--- config.mk ---
export PLATFORM = sky130hd
export DESIGN_NAME = dma_transfer_sequencer
export DESIGN_NICKNAME = d
export VERILOG_FILES = /design/src/rtl/dma_pkg.sv /design/src/rtl/dma_priority_arbiter.sv /design/src/rtl/dma_transfer_sequencer.sv
export SDC_FILE = /design/constraint.sdc
export NUM_CORES = 1
export LEC_CHECK = 0
export ABC_AREA = 0
export CAP_MARGIN = 20
export CORE_AREA = 2 2 156 158
export CTS_CLUSTER_SIZE = 16
export DETAILED_ROUTE_END_ITERATION = 8
export DIE_AREA = 0 0 158 160
export PLACE_DENSITY_LB_ADDON = 0.2
export SYNTH_ARGS = -nofsm -noshare
export SYNTH_HDL_FRONTEND = slang
export SYNTH_SLANG_ARGS = --single-unit
--- constraint.sdc ---
create_clock -name CLK -period 9.2 [get_ports CLK]
set_clock_uncertainty 0.2 [all_clocks]
set_input_delay 1.84 -clock CLK [delete_from_list [all_inputs] [get_ports CLK]]
set_output_delay 1.84 -clock CLK [all_outputs]
set_load 0.02 [all_outputs]
--- src/rtl/dma_pkg.sv ---
// Shared types, mode encodings and default sizes for the DMA transfer sequencer.
package dma_pkg;

    localparam int unsigned DEF_NUM_CH = 4;
    localparam int unsigned DEF_ADDR_W = 16;
    localparam int unsigned DEF_CNT_W  = 16;

    typedef enum logic [2:0] {
        ST_IDLE = 3'd0,
        ST_S0   = 3'd1,
        ST_S1   = 3'd2,
        ST_S2   = 3'd3,
        ST_S4   = 3'd4
    } dma_state_e;

    localparam logic [1:0] MODE_DEMAND = 2'b00;
    localparam logic [1:0] MODE_SINGLE = 2'b01;
    localparam logic [1:0] MODE_BLOCK  = 2'b10;
    localparam logic [1:0] MODE_RSVD   = 2'b11;

    // Reserved encoding behaves exactly like single mode.
    function automatic logic [1:0] norm_mode(input logic [1:0] m);
        return (m == MODE_RSVD) ? MODE_SINGLE : m;
    endfunction

endpackage

--- src/rtl/dma_priority_arbiter.sv ---
// Picks one requesting channel: lowest index, or lowest offset from ptr_i when rotating.
module dma_priority_arbiter
    import dma_pkg::*;
#(
    parameter int unsigned NUM_CH = DEF_NUM_CH,
    localparam int unsigned CH_W  = $clog2(NUM_CH)
) (
    input  logic [NUM_CH-1:0] req_i,
    input  logic [CH_W-1:0]   ptr_i,
    input  logic              rotate_i,
    output logic [CH_W-1:0]   grant_c,
    output logic              vld_c
);

    // Scan from the farthest candidate down so the nearest one overwrites last.
    always_comb begin
        int unsigned base;
        int unsigned idx;
        grant_c = '0;
        vld_c   = 1'b0;
        base    = rotate_i ? 32'(ptr_i) : 32'd0;
        idx     = 0;
        for (int i = NUM_CH - 1; i >= 0; i--) begin
            idx = (base + 32'(i)) % NUM_CH;
            if (req_i[CH_W'(idx)]) begin
                grant_c = CH_W'(idx);
                vld_c   = 1'b1;
            end
        end
    end

endmodule

--- src/rtl/dma_transfer_sequencer.sv ---
// 8237-style DMA sequencer: hold handshake, per-channel address/count, TC/EOP and autoinit.
module dma_transfer_sequencer
    import dma_pkg::*;
#(
    parameter int unsigned NUM_CH = DEF_NUM_CH,
    parameter int unsigned ADDR_W = DEF_ADDR_W,
    parameter int unsigned CNT_W  = DEF_CNT_W
) (
    input  logic                     CLK,
    input  logic                     RESET,
    input  logic                     CS_N,
    input  logic [NUM_CH-1:0]        DREQ,
    input  logic                     HLDA,
    input  logic                     EOP_IN_N,
    input  logic [NUM_CH-1:0]        mask,
    input  logic [2*NUM_CH-1:0]      mode,
    input  logic [NUM_CH-1:0]        addrDec,
    input  logic [NUM_CH-1:0]        autoInit,
    input  logic                     rotatePri,
    input  logic [NUM_CH*ADDR_W-1:0] baseAddr,
    input  logic [NUM_CH*CNT_W-1:0]  baseCount,
    input  logic [NUM_CH-1:0]        loadCh,
    output logic                     HRQ,
    output logic [NUM_CH-1:0]        DACK,
    output logic [ADDR_W-1:0]        ADDR,
    output logic                     xferStrobe,
    output logic                     EOP,
    output logic [NUM_CH-1:0]        tcStatus,
    output logic                     busy
);

    localparam int unsigned CH_W = $clog2(NUM_CH);

    dma_state_e        state_q;
    logic [CH_W-1:0]   ch_q;
    logic [CH_W-1:0]   ptr_q;
    logic              eop_pend_q;
    logic              end_q;
    logic [ADDR_W-1:0] addr_q [NUM_CH];
    logic [CNT_W-1:0]  cnt_q  [NUM_CH];

    logic [1:0]        mode_c      [NUM_CH];
    logic [ADDR_W-1:0] base_addr_c [NUM_CH];
    logic [CNT_W-1:0]  base_cnt_c  [NUM_CH];
    logic [CH_W-1:0]   grant_c;
    logic              grant_vld_c;
    logic [1:0]        cur_mode_c;
    logic              tc_c;
    logic [ADDR_W-1:0] nxt_addr_c;
    logic [CNT_W-1:0]  nxt_cnt_c;
    logic [CH_W-1:0]   nxt_ptr_c;

    always_comb begin
        for (int i = 0; i < NUM_CH; i++) begin
            mode_c[i]      = norm_mode(mode[2*i +: 2]);
            base_addr_c[i] = baseAddr[i*ADDR_W +: ADDR_W];
            base_cnt_c[i]  = baseCount[i*CNT_W +: CNT_W];
        end
    end

    // Per-transfer arithmetic for the channel currently being serviced.
    always_comb begin
        cur_mode_c = mode_c[ch_q];
        tc_c       = (cnt_q[ch_q] == '0);
        nxt_cnt_c  = cnt_q[ch_q] - CNT_W'(1);
        nxt_addr_c = addrDec[ch_q] ? (addr_q[ch_q] - ADDR_W'(1)) : (addr_q[ch_q] + ADDR_W'(1));
        nxt_ptr_c  = (ch_q == CH_W'(NUM_CH - 1)) ? '0 : (ch_q + CH_W'(1));
    end

    dma_priority_arbiter #(
        .NUM_CH (NUM_CH)
    ) u_arb (
        .req_i    (DREQ & ~mask),
        .ptr_i    (ptr_q),
        .rotate_i (rotatePri),
        .grant_c  (grant_c),
        .vld_c    (grant_vld_c)
    );

    always_ff @(posedge CLK) begin
        if (RESET) begin
            state_q    <= ST_IDLE;
            ch_q       <= '0;
            ptr_q      <= '0;
            eop_pend_q <= 1'b0;
            end_q      <= 1'b0;
            HRQ        <= 1'b0;
            DACK       <= '0;
            ADDR       <= '0;
            xferStrobe <= 1'b0;
            EOP        <= 1'b0;
            tcStatus   <= '0;
            busy       <= 1'b0;
            for (int i = 0; i < NUM_CH; i++) begin
                addr_q[i] <= '0;
                cnt_q[i]  <= '0;
            end
        end else begin
            case (state_q)
                ST_IDLE: begin
                    if (CS_N && grant_vld_c) begin
                        state_q <= ST_S0;
                        ch_q    <= grant_c;
                        HRQ     <= 1'b1;
                        busy    <= 1'b1;
                    end
                end
                ST_S0: begin
                    if (HLDA) begin
                        state_q    <= ST_S1;
                        DACK       <= NUM_CH'(1) << ch_q;
                        ADDR       <= addr_q[ch_q];
                        eop_pend_q <= 1'b0;
                    end
                end
                ST_S1: begin
                    if (!HLDA) begin
                        state_q <= ST_IDLE;
                        HRQ     <= 1'b0;
                        DACK    <= '0;
                        busy    <= 1'b0;
                    end else begin
                        state_q    <= ST_S2;
                        xferStrobe <= 1'b1;
                        if (!EOP_IN_N) eop_pend_q <= 1'b1;
                    end
                end
                ST_S2: begin
                    xferStrobe <= 1'b0;
                    if (!HLDA) begin
                        state_q <= ST_IDLE;
                        HRQ     <= 1'b0;
                        DACK    <= '0;
                        busy    <= 1'b0;
                    end else begin
                        state_q <= ST_S4;
                        EOP     <= tc_c | eop_pend_q | ~EOP_IN_N;
                        end_q   <= tc_c | eop_pend_q | ~EOP_IN_N;
                    end
                end
                ST_S4: begin
                    EOP        <= 1'b0;
                    end_q      <= 1'b0;
                    eop_pend_q <= 1'b0;
                    ptr_q      <= nxt_ptr_c;
                    if (tc_c && autoInit[ch_q]) begin
                        addr_q[ch_q] <= base_addr_c[ch_q];
                        cnt_q[ch_q]  <= base_cnt_c[ch_q];
                    end else begin
                        addr_q[ch_q] <= nxt_addr_c;
                        cnt_q[ch_q]  <= nxt_cnt_c;
                    end
                    // Continue only for block, or demand with the request still up.
                    if (!end_q && HLDA && ((cur_mode_c == MODE_BLOCK) ||
                        ((cur_mode_c == MODE_DEMAND) && DREQ[ch_q]))) begin
                        state_q <= ST_S1;
                        ADDR    <= nxt_addr_c;
                    end else begin
                        state_q <= ST_IDLE;
                        HRQ     <= 1'b0;
                        DACK    <= '0;
                        busy    <= 1'b0;
                        if (end_q) tcStatus[ch_q] <= 1'b1;
                    end
                end
                default: state_q <= ST_IDLE;
            endcase

            for (int i = 0; i < NUM_CH; i++) begin
                if (loadCh[i] && !DACK[i]) begin
                    addr_q[i]   <= base_addr_c[i];
                    cnt_q[i]    <= base_cnt_c[i];
                    tcStatus[i] <= 1'b0;
                end
            end
        end
    end

endmodule

==> impl_metrics.env, run 1 <==
export IMPL_num_rows=57
export IMPL_fill_cells=2102
export IMPL_max_freq_mhz=181
export IMPL_initial_core_util=0.439
export IMPL_cts_tree="built"
export IMPL_place_hpwl_mm=22.7
export IMPL_whs_endpoint="ADDR[5]"
export IMPL_cp_max_fo=46
export IMPL_p_leak_nw=4.73
export IMPL_port_buffers=189
export IMPL_drive_above_1_share=0.123
export IMPL_rr_endpoint="addr_q[3][15]"
export IMPL_yosysUniqueCellTypes=70
export IMPL_grt_overflow=0
export IMPL_max_cap_viol_count=0
export IMPL_syn_cell_area_mm2=0.0105
export IMPL_setup_worst_path_start="RESET"
export IMPL_p_per_area_mw_per_mm2=163
export IMPL_track_usage=0.263
export IMPL_grt_max_degree=47
export IMPL_grt_pass1_wl_mm=50.2
export IMPL_min_delay_path_depth=2
export IMPL_core_mm2=0.0238
export IMPL_worstHoldStart="ADDR[5]"
export IMPL_ys_seq_area_frac=0.438
export IMPL_slew_viol_final=0
export IMPL_ys_warnings_count=0
export IMPL_critical_path_required_ps=9090
export IMPL_violations="design-rule violations"
export IMPL_root_buffer="clkbuf_16"
export IMPL_rsz0062_at_grt="no"
export IMPL_avgSynthCellArea_um2=10.8
export IMPL_hold_path_class="register to register"
export IMPL_power_mw=2.14
export IMPL_syn_to_final_growth_pct=25.7
export IMPL_stdcell_count=1448
export IMPL_numCtsBuffers=17
export IMPL_post_cts_buffers=0
export IMPL_r2r_slack_ps=4490
export IMPL_netlist_instances=966
export IMPL_die_w_um=158
export IMPL_timing_hold_ws_ps=269
export IMPL_ir_worst_vdd_v=0.0000904
export IMPL_htree_num_levels=4
export IMPL_first_iter_violations=878
export IMPL_synth_edff_count=128
export IMPL_r2r_start="ch_q[0]"
export IMPL_reg2regPathDepth=8
export IMPL_path_clk_slew_ps=70
export IMPL_status="finished with violations"
export IMPL_cts_resized=0
export IMPL_wirelength_mm=32.9
export IMPL_io_pins=190
export IMPL_viasPerCell=6.15
export IMPL_dieArea_mm2=0.0253
export IMPL_fin_nets=1294
export IMPL_gp_congestion=0.875
export IMPL_period_share=0.601
export IMPL_yosys_most_used_dff="edfxtp_1"
export IMPL_drt_pass1_iterations=8
export IMPL_final_common_cell="clkdlybuf4s50_1"
export IMPL_seq_area_mm2=0.00459
export IMPL_vias=8910
export IMPL_cp_arrival_ps=5420
export IMPL_relSlewSlack=0.200
export IMPL_numPlacedInstances=1416
export IMPL_cts_sinks=165
export IMPL_cp_end_kind="register"
export IMPL_diodes=0
export IMPL_syn_num_nets=1149
export IMPL_final_hold_viol_count=0
export IMPL_drcViolationCount=1
export IMPL_final_setup_tns_ps=0
export IMPL_final_cell_mix="clkdlybuf4s50_1, nand2_1, edfxtp_1"
export IMPL_wl_per_cell_um=22.7
export IMPL_async_flop_share=0
export IMPL_startpoint_type="input pin"
export IMPL_timing_worst_setup_path_type="input pin to register"
export IMPL_antenna_found_initial=0
export IMPL_postCtsHoldBufs=0
export IMPL_multiInputGateArea_mm2=0.00549
export IMPL_cts_path_max_buffers=2
export IMPL_first_global_vias=8836
export IMPL_worst_skew_pair_late_latency_ps=430
export IMPL_fin_util=0.552
export IMPL_die_h_um=160
export IMPL_worstMarginPinSlew_ps=1190
export IMPL_fin_crit_ps=5530
export IMPL_ys_ff_latch=165
export IMPL_antenna_left=0
export IMPL_finalSetupViolations=0
## area by class of cell
type                            instances  share of cell area
Timing Repair Buffer                  205               0.153
Sequential cell                       165               0.349
Clock inverter                         14              0.0125
Tap cell                              324              0.0308
Inverter                               16             0.00457
Clock buffer                           18              0.0326
Multi-Input combinational cell        706               0.418
## stage by stage
step | worst slack (ps) | cell area [µm²]
after CTS | 3710 | 13200
after global routing | 3480 | 13200
after detailed placement | 3280 | 12600
after global placement | 3330 | 12600
after floorplan | 4450 | 10500
final | 3670 | 13200
## critical path, cell delays in order
cell,delay (ps)
clkdlybuf4s50_1,400
buf_4,290
or4_1,740
a221oi_1,450
and2_1,680
or3_1,560
buf_4,450
## flip-flops by register name (all words and copies together) (netlist names), named ones only
signal / cells
ADDR: 16
DACK: 4
addr_q: 64
busy: 1
ch_q: 2
cnt_q: 64
end_q: 1
eop_pend_q: 1
ptr_q: 2
state_q: 3
tcStatus: 4
xferStrobe: 1
## synthesized netlist by cell type (all sizes together), types with 4 or more instances
cell | instances | area share
nand2b | 11 | 0.0066
a22o | 28 | 0.023
o211ai | 6 | 0.0043
nor2 | 30 | 0.011
nor3 | 14 | 0.0067
edfxtp | 128 | 0.37
ha | 20 | 0.024
a2111oi | 4 | 0.0033
clkbuf | 66 | 0.024
mux4 | 67 | 0.14
and2 | 7 | 0.0042
nand4 | 19 | 0.011
dfxtp | 37 | 0.071
o21ai | 102 | 0.049
a31oi | 9 | 0.0054
buf | 13 | 0.010
nand2 | 144 | 0.052
nor2b | 12 | 0.0072
a21o | 12 | 0.0093
a32oi | 8 | 0.0067
xnor2 | 16 | 0.013
or3 | 10 | 0.0060
mux2i | 25 | 0.024
xor2 | 8 | 0.0067
or2 | 4 | 0.0024
a211oi | 9 | 0.0065
a21oi | 27 | 0.013
mux2 | 5 | 0.0054
nor4 | 4 | 0.0044
a311oi | 11 | 0.0092
nand3 | 46 | 0.022
o21bai | 4 | 0.0029
inv | 16 | 0.0057
## how the worst max path moves through the flow
stage / end / slack [ps] / depth (start not counted)
floorplan: addr_q[3][0] / 4450 / 6
global placement: addr_q[3][10] / 3330 / 7
detailed placement: addr_q[3][4] / 3280 / 7
CTS: addr_q[3][8] / 3710 / 7
global route: addr_q[3][12] / 3480 / 7
finish: addr_q[3][15] / 3670 / 7
## power by group
group          internal (mW)  total, mW  switching, mW
sequential             0.857      0.876         0.0188
combinational          0.228      0.534          0.306
clock                  0.409      0.732          0.323
## per-layer routing
| metal | GRT usage | share of wire | wire, µm | vias up |
|---|---|---|---|---|
| met3 | 0.0388 | 0.086 | 2810 | 58 |
| met1 | 0.373 | 0.43 | 14100 | 4325 |
| met5 | 0 | 0 | 0 | - |
| met2 | 0.414 | 0.46 | 15100 | 502 |
| met4 | 0.0950 | 0.028 | 922 | 0 |
| li1 | - | - | - | 4025 |
## kinds of logic after synthesis
logic type / synth area share
AND/OR/NAND/NOR: 0.153
multiplexers: 0.173
flip-flops: 0.438
buffers and inverters: 0.0396
adder cells (fa/ha/maj): 0.0258
AO/OA/AOI/OAI: 0.150
XOR/XNOR: 0.0201
No activity file was read; power rests on OpenSTA's default activity.
==> run 2: changes to the inputs <==
- clock period: 9.2 -> 4.6 ns (I/O delays scaled with it)
==> run 2 against run 1 <==
The flow now finishes without violations. Global-route usage rose by 0.84 points. Sequential share of layout area down 0.63 points. Combinational power rose by 100%. Critical path type unchanged. Core utilization grew 1.0 points. Highest routed layer unchanged. Design area grew 1.8%. Sequential power up 100%. Clock power is 100% higher. Largest power group unchanged. Largest cell class unchanged. Via count rose by 1.4%. Routed wire length up 3.1%. Count of clock-buffer cells in the layout shrank 1. Critical endpoint is now addr_q[2][11]. Sequential cell count unchanged.
==> impl_metrics.env, run 2 (synthesized netlist as in run 1, its figures left out) <==
export IMPL_cts_tree="built"
export IMPL_post_cts_buffers=0
export IMPL_cp_max_fo=16
export IMPL_port_buffers=189
export IMPL_drive_above_1_share=0.142
export IMPL_track_usage=0.272
export IMPL_slowest_stage="mux4_2"
export IMPL_viasPerCell=6.14
export IMPL_worst_skew_pair_late_latency_ps=440
export IMPL_path_clk_slew_ps=70
export IMPL_grt_overflow=0
export IMPL_vias=9032
export IMPL_die_w_um=158
export IMPL_root_buffer="clkbuf_16"
export IMPL_slew_viol_final=0
export IMPL_critPathMaxStageDelay_ps=700
export IMPL_wl_per_cell_um=23.0
export IMPL_dp_slack_ps=124
export IMPL_fin_nets=1318
export IMPL_numCtsBuffers=17
export IMPL_numPlacedInstances=1440
export IMPL_htree_num_levels=4
export IMPL_final_common_cell="clkdlybuf4s50_1"
export IMPL_first_iter_violations=885
export IMPL_wirelength_mm=33.9
export IMPL_clock_power_share=0.342
export IMPL_period_share=0.879
export IMPL_hold_path_class="register to register"
export IMPL_antenna_left=0
export IMPL_final_setup_tns_ps=0
export IMPL_relSlewSlack=0.440
export IMPL_timing_worst_setup_path_type="input pin to register"
export IMPL_startpoint_type="input pin"
export IMPL_worstMarginPinSlew_ps=840
export IMPL_first_global_vias=8942
export IMPL_drt_pass1_iterations=5
export IMPL_p_seq_frac=0.406
export IMPL_internal_power_mw=2.98
export IMPL_rsz0062_at_grt="no"
export IMPL_largestRegisters="addr_q (64), cnt_q (64), ADDR (16)"
export IMPL_grt_max_degree=42
export IMPL_cpLargestDelayFamily="compound AO/OA/AOI/OAI gates"
export IMPL_cp_cell_sequence="clkdlybuf4s50_1 > mux4_2 > ha_1 > a21oi_1 > o21ai_0 > a2111oi_0 > o211ai_1 > mux2i_1 > a22o_1"
export IMPL_timing_critical_path_buf_inv=1
export IMPL_cts_sinks=165
export IMPL_final_hold_viol_count=0
export IMPL_status="finished clean"
export IMPL_gp_congestion=0.915
export IMPL_cts_resized=0
export IMPL_diodes=0
export IMPL_comb_power_share=0.252
export IMPL_dieArea_mm2=0.0253
export IMPL_cp_end_kind="register"
export IMPL_syn_to_final_growth_pct=28.0
export IMPL_initial_core_util=0.439
export IMPL_place_hpwl_mm=23.6
export IMPL_num_rows=57
export IMPL_fin_util=0.562
export IMPL_postCtsHoldBufs=0
export IMPL_ir_worst_vdd_v=0.000224
export IMPL_finalSetupViolations=0
export IMPL_stdcell_count=1472
export IMPL_critical_path_required_ps=4710
export IMPL_cp_arrival_ps=4150
export IMPL_sw_frac_of_total=0.308
export IMPL_cts_path_max_buffers=2
export IMPL_final_cell_mix="clkdlybuf4s50_1, nand2_1, edfxtp_1"
export IMPL_max_freq_mhz=247
export IMPL_max_cap_viol_count=0
export IMPL_die_h_um=160
export IMPL_fin_crit_ps=4040
export IMPL_grt_pass1_wl_mm=51.3
export IMPL_p_leak_nw=4.87
export IMPL_core_mm2=0.0238
export IMPL_switchingPower_mw=1.33
export IMPL_p_per_area_mw_per_mm2=322
export IMPL_timing_hold_ws_ps=268
export IMPL_setup_ws_ps=557
export IMPL_antenna_found_initial=0
export IMPL_drcViolationCount=0
export IMPL_io_pins=190
## run 2: cell count changes in the layout (fill, tap and decap cells not counted)
cell	before	now
clkinv_8	0	1
buf_4	16	36
inv_6	7	3
bufinv_16	2	1
inv_8	1	7
clkinv_2	1	0
clkbuf_1	1	0
buf_12	0	4
## run 2: final timing paths
path	from	to	slack (ps)	cells past startpoint
max	addrDec[3]	addr_q[2][11]	560	9
min	ADDR[5]	ADDR[5]	270	2
max reg2reg	register	cnt_q[2][10]	600	7
min reg2reg	ADDR[5]	ADDR[5]	270	2
## run 2: tightest hold or removal path, stage by stage (launching register included)
cell and delay, ps:
dfxtp_1 310, nand2b_1 60, a21oi_1 50
## run 2: stage by stage
stage          cell area [µm²]  power, mW
6_report                 13400       4.32
5_1_grt                  13400       4.48
4_1_cts                  13400       4.31
3_5_place_dp             12800       2.86
3_3_place_gp             12800       2.85
2_1_floorplan            10500       2.40
## run 2: area by class of cell
cell class              count  area [µm²]
fillers                  2065       10400
multi-input cells         706        5490
flip-flops and latches    165        4590
repair buffers            229        2240
clock buffers              17         425
well taps                 324         405
clock inverters            15         178
inverters                  16        60.1
## run 2: per-layer routing
metal | share of wire | track usage
met1 | 0.41 | 0.382
met4 | 0.026 | 0.0930
met3 | 0.10 | 0.0583
met5 | 0 | 0
met2 | 0.46 | 0.419
## run 2: power by group through the flow
stage	clock (mW)	sequential [mW]	combinational, mW
3_5_place_dp	0	1.79	1.07
2_1_floorplan	0	1.78	0.617
6_report	1.48	1.75	1.09
5_1_grt	1.54	1.76	1.17
3_3_place_gp	0	1.78	1.07
4_1_cts	1.48	1.75	1.07
